## src/rtl/axi_burst_master.sv

```systemverilog
// AXI4 burst initiator: one INCR write (AW/W/B) or read (AR/R) burst at a time, fed from local command and beat streams.
// Optional watchdog enabled with `define AXI_MASTER_TIMEOUT_EN (limit TIMEOUT_CYC cycles, finishes with resp 2'b11).
module axi_burst_master #(
  parameter int ADDR_W      = 32,
  parameter int DATA_W      = 64,
  parameter int LEN_W       = 4,
  parameter int TIMEOUT_CYC = 256
) (
  input  logic                a_clk,
  input  logic                a_rst_n,
  input  logic                cmd_valid,
  output logic                cmd_ready,
  input  logic                cmd_write,
  input  logic [ADDR_W-1:0]   cmd_addr,
  input  logic [LEN_W-1:0]    cmd_len,
  input  logic [2:0]          cmd_size,
  input  logic                wr_valid,
  output logic                wr_ready,
  input  logic [DATA_W-1:0]   wr_data,
  output logic                rd_valid,
  input  logic                rd_ready,
  output logic [DATA_W-1:0]   rd_data,
  output logic                rd_last,
  output logic                done,
  output logic [1:0]          resp,
  output logic                awvalid,
  input  logic                awready,
  output logic [ADDR_W-1:0]   awaddr,
  output logic [LEN_W-1:0]    awlen,
  output logic [2:0]          awsize,
  output logic [1:0]          awburst,
  output logic                wvalid,
  input  logic                wready,
  output logic [DATA_W-1:0]   wdata,
  output logic [DATA_W/8-1:0] wstrb,
  output logic                wlast,
  input  logic                bvalid,
  output logic                bready,
  input  logic [1:0]          bresp,
  output logic                arvalid,
  input  logic                arready,
  output logic [ADDR_W-1:0]   araddr,
  output logic [LEN_W-1:0]    arlen,
  output logic [2:0]          arsize,
  output logic [1:0]          arburst,
  input  logic                rvalid,
  output logic                rready,
  input  logic [DATA_W-1:0]   rdata,
  input  logic [1:0]          rresp,
  input  logic                rlast,
  output logic [2:0]          dbg_state
);

  // Handshakes: a beat or request transfers on the rising edge where valid and
  // ready are both high; valid never waits on ready and is held until accepted.
  typedef enum logic [2:0] {S_IDLE, S_AW, S_W, S_B, S_AR, S_R, S_DONE} state_t;

  if (TIMEOUT_CYC < 2) begin : g_bad_timeout
    $error("TIMEOUT_CYC must be at least 2");
  end

  state_t              state_q, state_d;
  logic [ADDR_W-1:0]   addr_q, addr_d;
  logic [LEN_W-1:0]    len_q, len_d;
  logic [2:0]          size_q, size_d;
  logic [LEN_W:0]      cnt_q, cnt_d;
  logic [1:0]          err_q, err_d;
  logic [1:0]          resp_q;
  logic                done_q, awvalid_q, arvalid_q, bready_q;
  logic                in_w, in_r, last_beat, hs;

  assign in_w      = (state_q == S_W);
  assign in_r      = (state_q == S_R);
  // Wide counter so a full-length burst never wraps before the last compare.
  assign last_beat = (cnt_q == {1'b0, len_q});

  assign cmd_ready = (state_q == S_IDLE);
  assign done      = done_q;
  assign resp      = resp_q;
  assign dbg_state = state_q;

  assign awvalid = awvalid_q;
  assign awaddr  = addr_q;
  assign awlen   = len_q;
  assign awsize  = size_q;
  assign awburst = 2'b01;
  assign arvalid = arvalid_q;
  assign araddr  = addr_q;
  assign arlen   = len_q;
  assign arsize  = size_q;
  assign arburst = 2'b01;
  assign bready  = bready_q;

  assign wvalid   = in_w & wr_valid;
  assign wdata    = in_w ? wr_data : '0;
  assign wstrb    = '1;
  assign wlast    = in_w & last_beat;
  assign wr_ready = in_w & wready;

  assign rready   = in_r & rd_ready;
  assign rd_valid = in_r & rvalid;
  assign rd_data  = in_r ? rdata : '0;
  assign rd_last  = in_r & rlast;

`ifdef AXI_MASTER_TIMEOUT_EN
  localparam int WD_W = $clog2(TIMEOUT_CYC + 1);
  logic [WD_W-1:0] wd_q, wd_d;
`endif

  always_comb begin
    state_d = state_q;
    addr_d  = addr_q;
    len_d   = len_q;
    size_d  = size_q;
    cnt_d   = cnt_q;
    err_d   = err_q;
    hs      = 1'b0;
    case (state_q)
      S_IDLE: if (cmd_valid) begin
        addr_d  = cmd_addr;
        len_d   = cmd_len;
        size_d  = cmd_size;
        cnt_d   = '0;
        err_d   = 2'b00;
        state_d = cmd_write ? S_AW : S_AR;
      end
      S_AW: if (awready) begin
        hs      = 1'b1;
        state_d = S_W;
      end
      S_W: if (wvalid && wready) begin
        hs    = 1'b1;
        cnt_d = cnt_q + 1'b1;
        if (last_beat) state_d = S_B;
      end
      S_B: if (bvalid) begin
        hs      = 1'b1;
        err_d   = bresp;
        state_d = S_DONE;
      end
      S_AR: if (arready) begin
        hs      = 1'b1;
        state_d = S_R;
      end
      S_R: if (rvalid && rready) begin
        hs    = 1'b1;
        cnt_d = cnt_q + 1'b1;
        if (rresp != 2'b00) err_d = rresp;
        if (rlast != last_beat) err_d = 2'b10;
        // Exit is counted, so a misplaced rlast cannot cut the burst short.
        if (last_beat) state_d = S_DONE;
      end
      S_DONE: state_d = S_IDLE;
      default: state_d = S_IDLE;
    endcase
`ifdef AXI_MASTER_TIMEOUT_EN
    wd_d = '0;
    if (!hs && state_q != S_IDLE && state_q != S_DONE) begin
      if (wd_q == WD_W'(TIMEOUT_CYC - 1)) begin
        state_d = S_DONE;
        err_d   = 2'b11;
      end else begin
        wd_d = wd_q + 1'b1;
      end
    end
`endif
  end

  always_ff @(posedge a_clk or negedge a_rst_n) begin
    if (!a_rst_n) begin
      state_q   <= S_IDLE;
      addr_q    <= '0;
      len_q     <= '0;
      size_q    <= '0;
      cnt_q     <= '0;
      err_q     <= 2'b00;
      resp_q    <= 2'b00;
      done_q    <= 1'b0;
      awvalid_q <= 1'b0;
      arvalid_q <= 1'b0;
      bready_q  <= 1'b0;
    end else begin
      state_q   <= state_d;
      addr_q    <= addr_d;
      len_q     <= len_d;
      size_q    <= size_d;
      cnt_q     <= cnt_d;
      err_q     <= err_d;
      done_q    <= (state_d == S_DONE);
      awvalid_q <= (state_d == S_AW);
      arvalid_q <= (state_d == S_AR);
      bready_q  <= (state_d == S_B);
      if (state_d == S_DONE) resp_q <= err_d;
    end
  end

`ifdef AXI_MASTER_TIMEOUT_EN
  always_ff @(posedge a_clk or negedge a_rst_n) begin
    if (!a_rst_n) wd_q <= '0;
    else          wd_q <= wd_d;
  end
`endif

endmodule

```

## config.mk

```make
export PLATFORM = sky130hd
export DESIGN_NAME = axi_burst_master
export DESIGN_NICKNAME = d
export VERILOG_FILES = /design/src/rtl/axi_burst_master.sv
export SDC_FILE = /design/constraint.sdc
export NUM_CORES = 1
export LEC_CHECK = 0
export CAP_MARGIN = 5
export CORE_AREA = 2 2 161 163
export CTS_BUF_LIST = sky130_fd_sc_hd__clkbuf_8
export CTS_CLUSTER_DIAMETER = 100
export DETAILED_ROUTE_END_ITERATION = 10
export DIE_AREA = 0 0 163 165
export SYNTH_ARGS = -nofsm -noshare
export SYNTH_HDL_FRONTEND = slang
export SYNTH_SLANG_ARGS = --single-unit
```

## constraint.sdc

```tcl
create_clock -name a_clk -period 1.8 [get_ports a_clk]
set_input_delay 0.27 -clock a_clk [delete_from_list [all_inputs] [get_ports a_clk]]
set_output_delay 0.27 -clock a_clk [all_outputs]
set_load 0.05 [all_outputs]
```

## After elaboration in Yosys (flattened, before gate mapping)

Index checks and enable logic that the tools add are counted.
Widths: inputs -> output; s select.

- Register bits after elaboration: 55
- Output and inout bits: 234
- Word-level logic and storage cells: 61

- Add/subtract/negate cells: 1
- Equality and inequality tests: 14
- Muxes and demuxes: 22
- Bitwise gates (word level): 6
- Reductions and logical operators: 7

Operator list:

| operator | count |
|---|---|
| $mux 64 | 2 |
| $mux 3 | 9 |
| $pmux 3 s6 | 1 |
| $mux 5 | 3 |
| $pmux 5 s3 | 1 |
| $eq 3x3->1 const B | 4 |
| $mux 2 | 5 |
| $eq 3x2->1 const B | 3 |
| $and 1x1->1 | 6 |
| $eq 3x1->1 const B | 2 |
| $pmux 2 s3 | 1 |
| $add 5x1->5 const B | 1 |
| $eq 5x4->1 | 1 |
| $ne 2x1->1 const B | 2 |
| $reduce_and 4->1 | 1 |
| $logic_not 3->1 | 1 |
| $reduce_bool 3->1 | 1 |
| $logic_and 1x1->1 | 2 |
| $ne 2x2->1 const B | 1 |
| $reduce_and 2->1 | 1 |
| $reduce_bool 2->1 | 1 |
| $ne 1x1->1 | 1 |

## Depth between registers and ports, before layout

- Word-level depth: 6
- Depth in mapped cells: 7

## Worst setup path before layout

No wires, ideal clock.

- Kind: reg-to-output
- Start point: register len_q[3] (netlist: arlen[3])
- End point: output wlast
- Arrival time: 2.401 ns
- Data required time: 1.530 ns
- Path slack: -0.871 ns
- Stages on the path, launching flop included: 5
- Buffers on the path: 0
- Cells stage by stage: dfrtp_1 > nor2b_1 > nor4_2 > nand2_1 > nor3_1

- Cells in the longest elaborated chain, start to end: 2

Ends and longest elaborated chain:

| what | line | RTL |
|---|---|---|
| start: declaration | 64 | `logic [LEN_W-1:0] len_q, len_d;` |
| start signal: assignment | 185 | `len_q <= len_d;` |
| $eq 5x4->1 | 75 | `assign last_beat = (cnt_q == {1'b0, len_q});` |
| $and 1x1->1 | 97 | `assign wlast = in_w & last_beat;` |
| end: declaration | 36 | `output logic wlast,` |

No other way between the ends.

## Worst setup path in the final report

- Start point: register state_q[2] (netlist: dbg_state[2])
- End point: output wdata[62]

- Cells in the longest elaborated chain, start to end: 2

Ends and longest elaborated chain:

| what | line | RTL |
|---|---|---|
| start: declaration | 62 | `state_t state_q, state_d;` |
| start signal: assignment | 183 | `state_q <= state_d;` |
| $eq 3x2->1 | 72 | `assign in_w = (state_q == S_W);` |
| $mux 64 | 95 | `assign wdata = in_w ? wr_data : '0;` |
| end: declaration | 34 | `output logic [DATA_W-1:0] wdata,` |

No other way between the ends.

==> impl_summary.log <==
INFO  metric setup_total_negative_slack = -14.09 ns
INFO  metric drtAntennaViolNets = 0
INFO  metric placement.cell_area = 0.009634 mm²
INFO  metric cts_tree = done
INFO  metric cts_buffer_depth = 2
INFO  metric status = complete, but fails checks
INFO  metric crit_chain = nand2b_4, nor2_4, buf_12, clkbuf_16, and2_4, buf_12
INFO  metric post-synth-top-area-fraction = 0.3616
INFO  metric cp.buffers_inverters = 3
INFO  metric start_kind = flip-flop
INFO  metric fmaxAchievable = 510.1 MHz
INFO  metric routed_wl = 19.46 mm
INFO  metric antenna_found_initial = 1
INFO  metric synth.area.top_cells = dfrtp_1 36%, and2_1 22%, mux2_2 12%
INFO  metric final_period_minus_worst_setup_slack = 1.960 ns
INFO  metric clock_tree.root_cell = clkbuf_8
INFO  metric critPathSlowestCell = dfrtp_2
INFO  metric routedWlPerCell = 17.10 µm
INFO  metric transition_time_at_the_pin_with_the_least_slew_margin = 0.5165 ns
INFO  metric failed_checks = setup timing
INFO  metric drive_gt1_frac = 0.5725
INFO  metric p_leak = 4.668 nW
INFO  metric total_switching_power = 0.009254 W
INFO  metric p_comb_frac = 0.828
INFO  metric grt_setup_unrepaired = yes
INFO  metric synth_edf_count = 0
INFO  metric critical_path.reg2reg.startpoint = dbg_state[2]
INFO  metric share_of_synthesized_flip_flops_with_an_asynchronous_set_or_reset = 1.000
INFO  metric filler_cell_count = 2366
INFO  metric setup-violations-final = 164
INFO  metric multi_input_area = 0.002505 mm²
INFO  metric r2r-end = resp[1]
INFO  metric clk_pin_slew_worst_paths = 0.10 ns
INFO  metric grt_first_pass_wirelength = 25.95 mm
INFO  metric drv.max_cap_violation_count = 0
INFO  metric setup_ws = -0.1603 ns
INFO  metric cp_capture_type = output port
INFO  metric finalHoldViolations = 0
INFO  metric place.gp.congestion = 0.7637
INFO  metric numPlacedInstances = 1095
INFO  metric initial_core_util = 0.1520
INFO  metric first_iter_violations = 103
INFO  metric dp_hpwl = 15.00 mm
INFO  metric vias_per_cell = 3.803
INFO  metric clock_network_latency_to_the_later_pin_of_the_worst_skew_pair = 0.32 ns
INFO  metric vdd.ir_drop.worst = 1.249 mV
INFO  metric hold_class = input port to asynchronous set/reset pin
INFO  metric cp.required = 1.53 ns
INFO  metric postSynthRegisterBits = 55
INFO  metric die_height = 165 µm
INFO  metric mostFrequentLayoutCell = clkdlybuf4s50_1
INFO  metric grt_max_degree = 56
INFO  metric placementRows = 58
INFO  metric area_delta_synth_final = 176.2%
INFO  metric period_share = 1.089
INFO  metric most_used_cells_in_the_layout_excluding_fill_and_tap_cells = 182 x clkdlybuf4s50_1, 145 x buf_12, 80 x and2_4, 73 x buf_4, 52 x and2_2
INFO  metric detail_route.drc_violations = 0
INFO  metric power_frac_clock = 0.044
INFO  metric total_via_count_in_the_routed_design = 4328
INFO  metric p_per_area = 1698 mW/mm²
INFO  metric post_route_insts_no_fill = 1138
INFO  metric globalRoute.totalOverflow = 0
INFO  metric synth.yosys.warnings = 0
INFO  metric synthesis.area_per_instance = 9.587 µm²
INFO  metric internal_power = 0.008594 W
INFO  metric layout.area.seq = 0.001386 mm²
INFO  metric delay_heaviest_family_cp = simple AND/OR/NAND/NOR gates
INFO  metric timing.critical_path.fanout_max = 13
INFO  metric buffer_ports.inserted = 404
INFO  metric worst_setup_path_start = dbg_state[2]
INFO  metric synthDistinctLibCells = 47
INFO  metric timing.max_slew.rel_slack = 0.6551
INFO  metric cts.sinks = 55
INFO  metric synthFlopType = dfrtp_1
INFO  metric cts-buffers-inserted = 5
INFO  metric timing.critical_path.mode_cell = buf_12
INFO  metric first_global_vias = 4148
INFO  metric die_x = 163 µm
INFO  metric netlist_instances = 397
INFO  metric worstSetupPathType = flip-flop to output port
INFO  metric detail_route.first_pass.iterations = 4
INFO  metric drv_slew = 0
INFO  metric fp.coreArea = 0.02504 mm²
INFO  metric critical_path_cell_count = 6
INFO  metric synth_area = 0.003806 mm²
INFO  metric final_cell_area_excluding_filler_cells = 0.01051 mm²
INFO  metric timing.reg2reg.worst_path_depth = 8
INFO  metric die_area = 0.02690 mm²
INFO  metric reg2reg_setup_slack = -0.04 ns
INFO  metric skew = 0.01196 ns
INFO  metric pin_count = 417
INFO  metric global_routing_usage_summed_across_all_routing_layers = 0.1258
INFO  metric cts.htree.levels = 2
INFO  metric num-nets-final = 990
INFO  metric sequentialPowerShare = 0.128
INFO  metric p_total = 0.01785 W
INFO  metric cpPeakStageDelay = 0.45 ns
INFO  metric power.share.switching = 0.5185
INFO  metric yosysTopAreaCell = dfrtp_1
INFO  metric worstPathArrival = 1.69 ns
INFO  metric synth_seq_area_share = 0.3616
[cell families after synthesis]
group,share of synthesized area
xor gates and xnor gates,0.002302
buffers and inverters,0.1341
other,0.001973
adders and majority gates,0.003287
and+or+nand+nor,0.3153
DFF,0.3616
AOI/OAI and AO/OA,0.04899
muxes,0.1325
[layout make-up]
class | count | area share
multi-input combinational | 273 | 0.2383
tap | 330 | 0.03928
inverter | 5 | 0.001786
antenna | 1 | 0.0002381
timing repair buffer | 466 | 0.5786
clock buffer | 7 | 0.009166
clock inverter | 1 | 0.0007142
sequential | 55 | 0.1319
[sequential cells by signal, summed over array words and instances (netlist names)]
| register | count |
|---|---|
| arvalid | 1 |
| cnt_q | 5 |
| resp | 2 |
| araddr | 32 |
| done | 1 |
| arlen | 4 |
| err_q | 2 |
| arsize | 3 |
| awvalid | 1 |
| bready | 1 |
| dbg_state | 3 |
[power by group through the flow]
| stage | registers, W | logic [W] | clock network, W |
|---|---|---|---|
| final | 0.00229 | 0.0148 | 0.000784 |
| after global routing | 0.00239 | 0.0153 | 0.000865 |
| after CTS | 0.00230 | 0.0139 | 0.000824 |
| after detailed placement | 0.00233 | 0.0134 | 0 |
| after global placement | 0.00233 | 0.0134 | 0 |
| after floorplan | 0.00410 | 0.00666 | 0 |
[timing repair]
item                                    CTS  global route
endpoints found under the setup margin  163           198
buffers inserted                         14            10
resized for setup                        69            93
pin swaps                                 6            31
cloned                                    3             9
hold buffers                              1             0
endpoints found under the hold margin    55             0
[per-layer routing]
layer,GRT usage,routed length (µm),vias to the layer above
met5,0,0,-
met4,0.02695,286,0
met3,0.03566,1654,17
met2,0.2228,10220,224
met1,0.1514,7304,2038
li1,-,-,2049
[metrics by stage]
| step | util | setup slack [ns] | hold WS, ns |
|---|---|---|---|
| 6_report | 0.4198 | -0.1603 | 0.4979 |
| 5_1_grt | 0.4197 | -0.2308 | 0.5317 |
| 4_1_cts | 0.4001 | -0.1921 | 0.4837 |
| 3_5_place_dp | 0.3848 | -0.1798 | 0.3038 |
| 3_3_place_gp | 0.3848 | -0.1810 | 0.2980 |
| 2_1_floorplan | - | -0.1061 | -0.02559 |
[synth_stat cells (2+ instances only)]
cell type,n
nand3b_1,4
nand2b_1,7
mux2i_1,2
nor3_1,2
mux2_2,41
nor2_1,10
and3_1,2
buf_4,53
mux2_1,2
conb_1,2
nor2b_1,7
clkbuf_1,14
nand4_1,5
buf_2,6
and2_1,133
nor3_2,3
inv_1,5
o21ai_0,9
nand3_1,2
nand2_1,4
dfrtp_1,55
a21oi_1,4
[worst min-delay path: stages]
cell and delay [ns]:
dlygate4sd3_1 0.53, buf_2 0.13, buf_12 0.27
[how the worst max path moves through the flow]
stage	endpoint
finish	wdata[62]
global route	wdata[61]
CTS	rd_data[15]
detailed placement	resp[1]
global placement	resp[1]
floorplan	wlast
(Power assumes the default switching activity.)
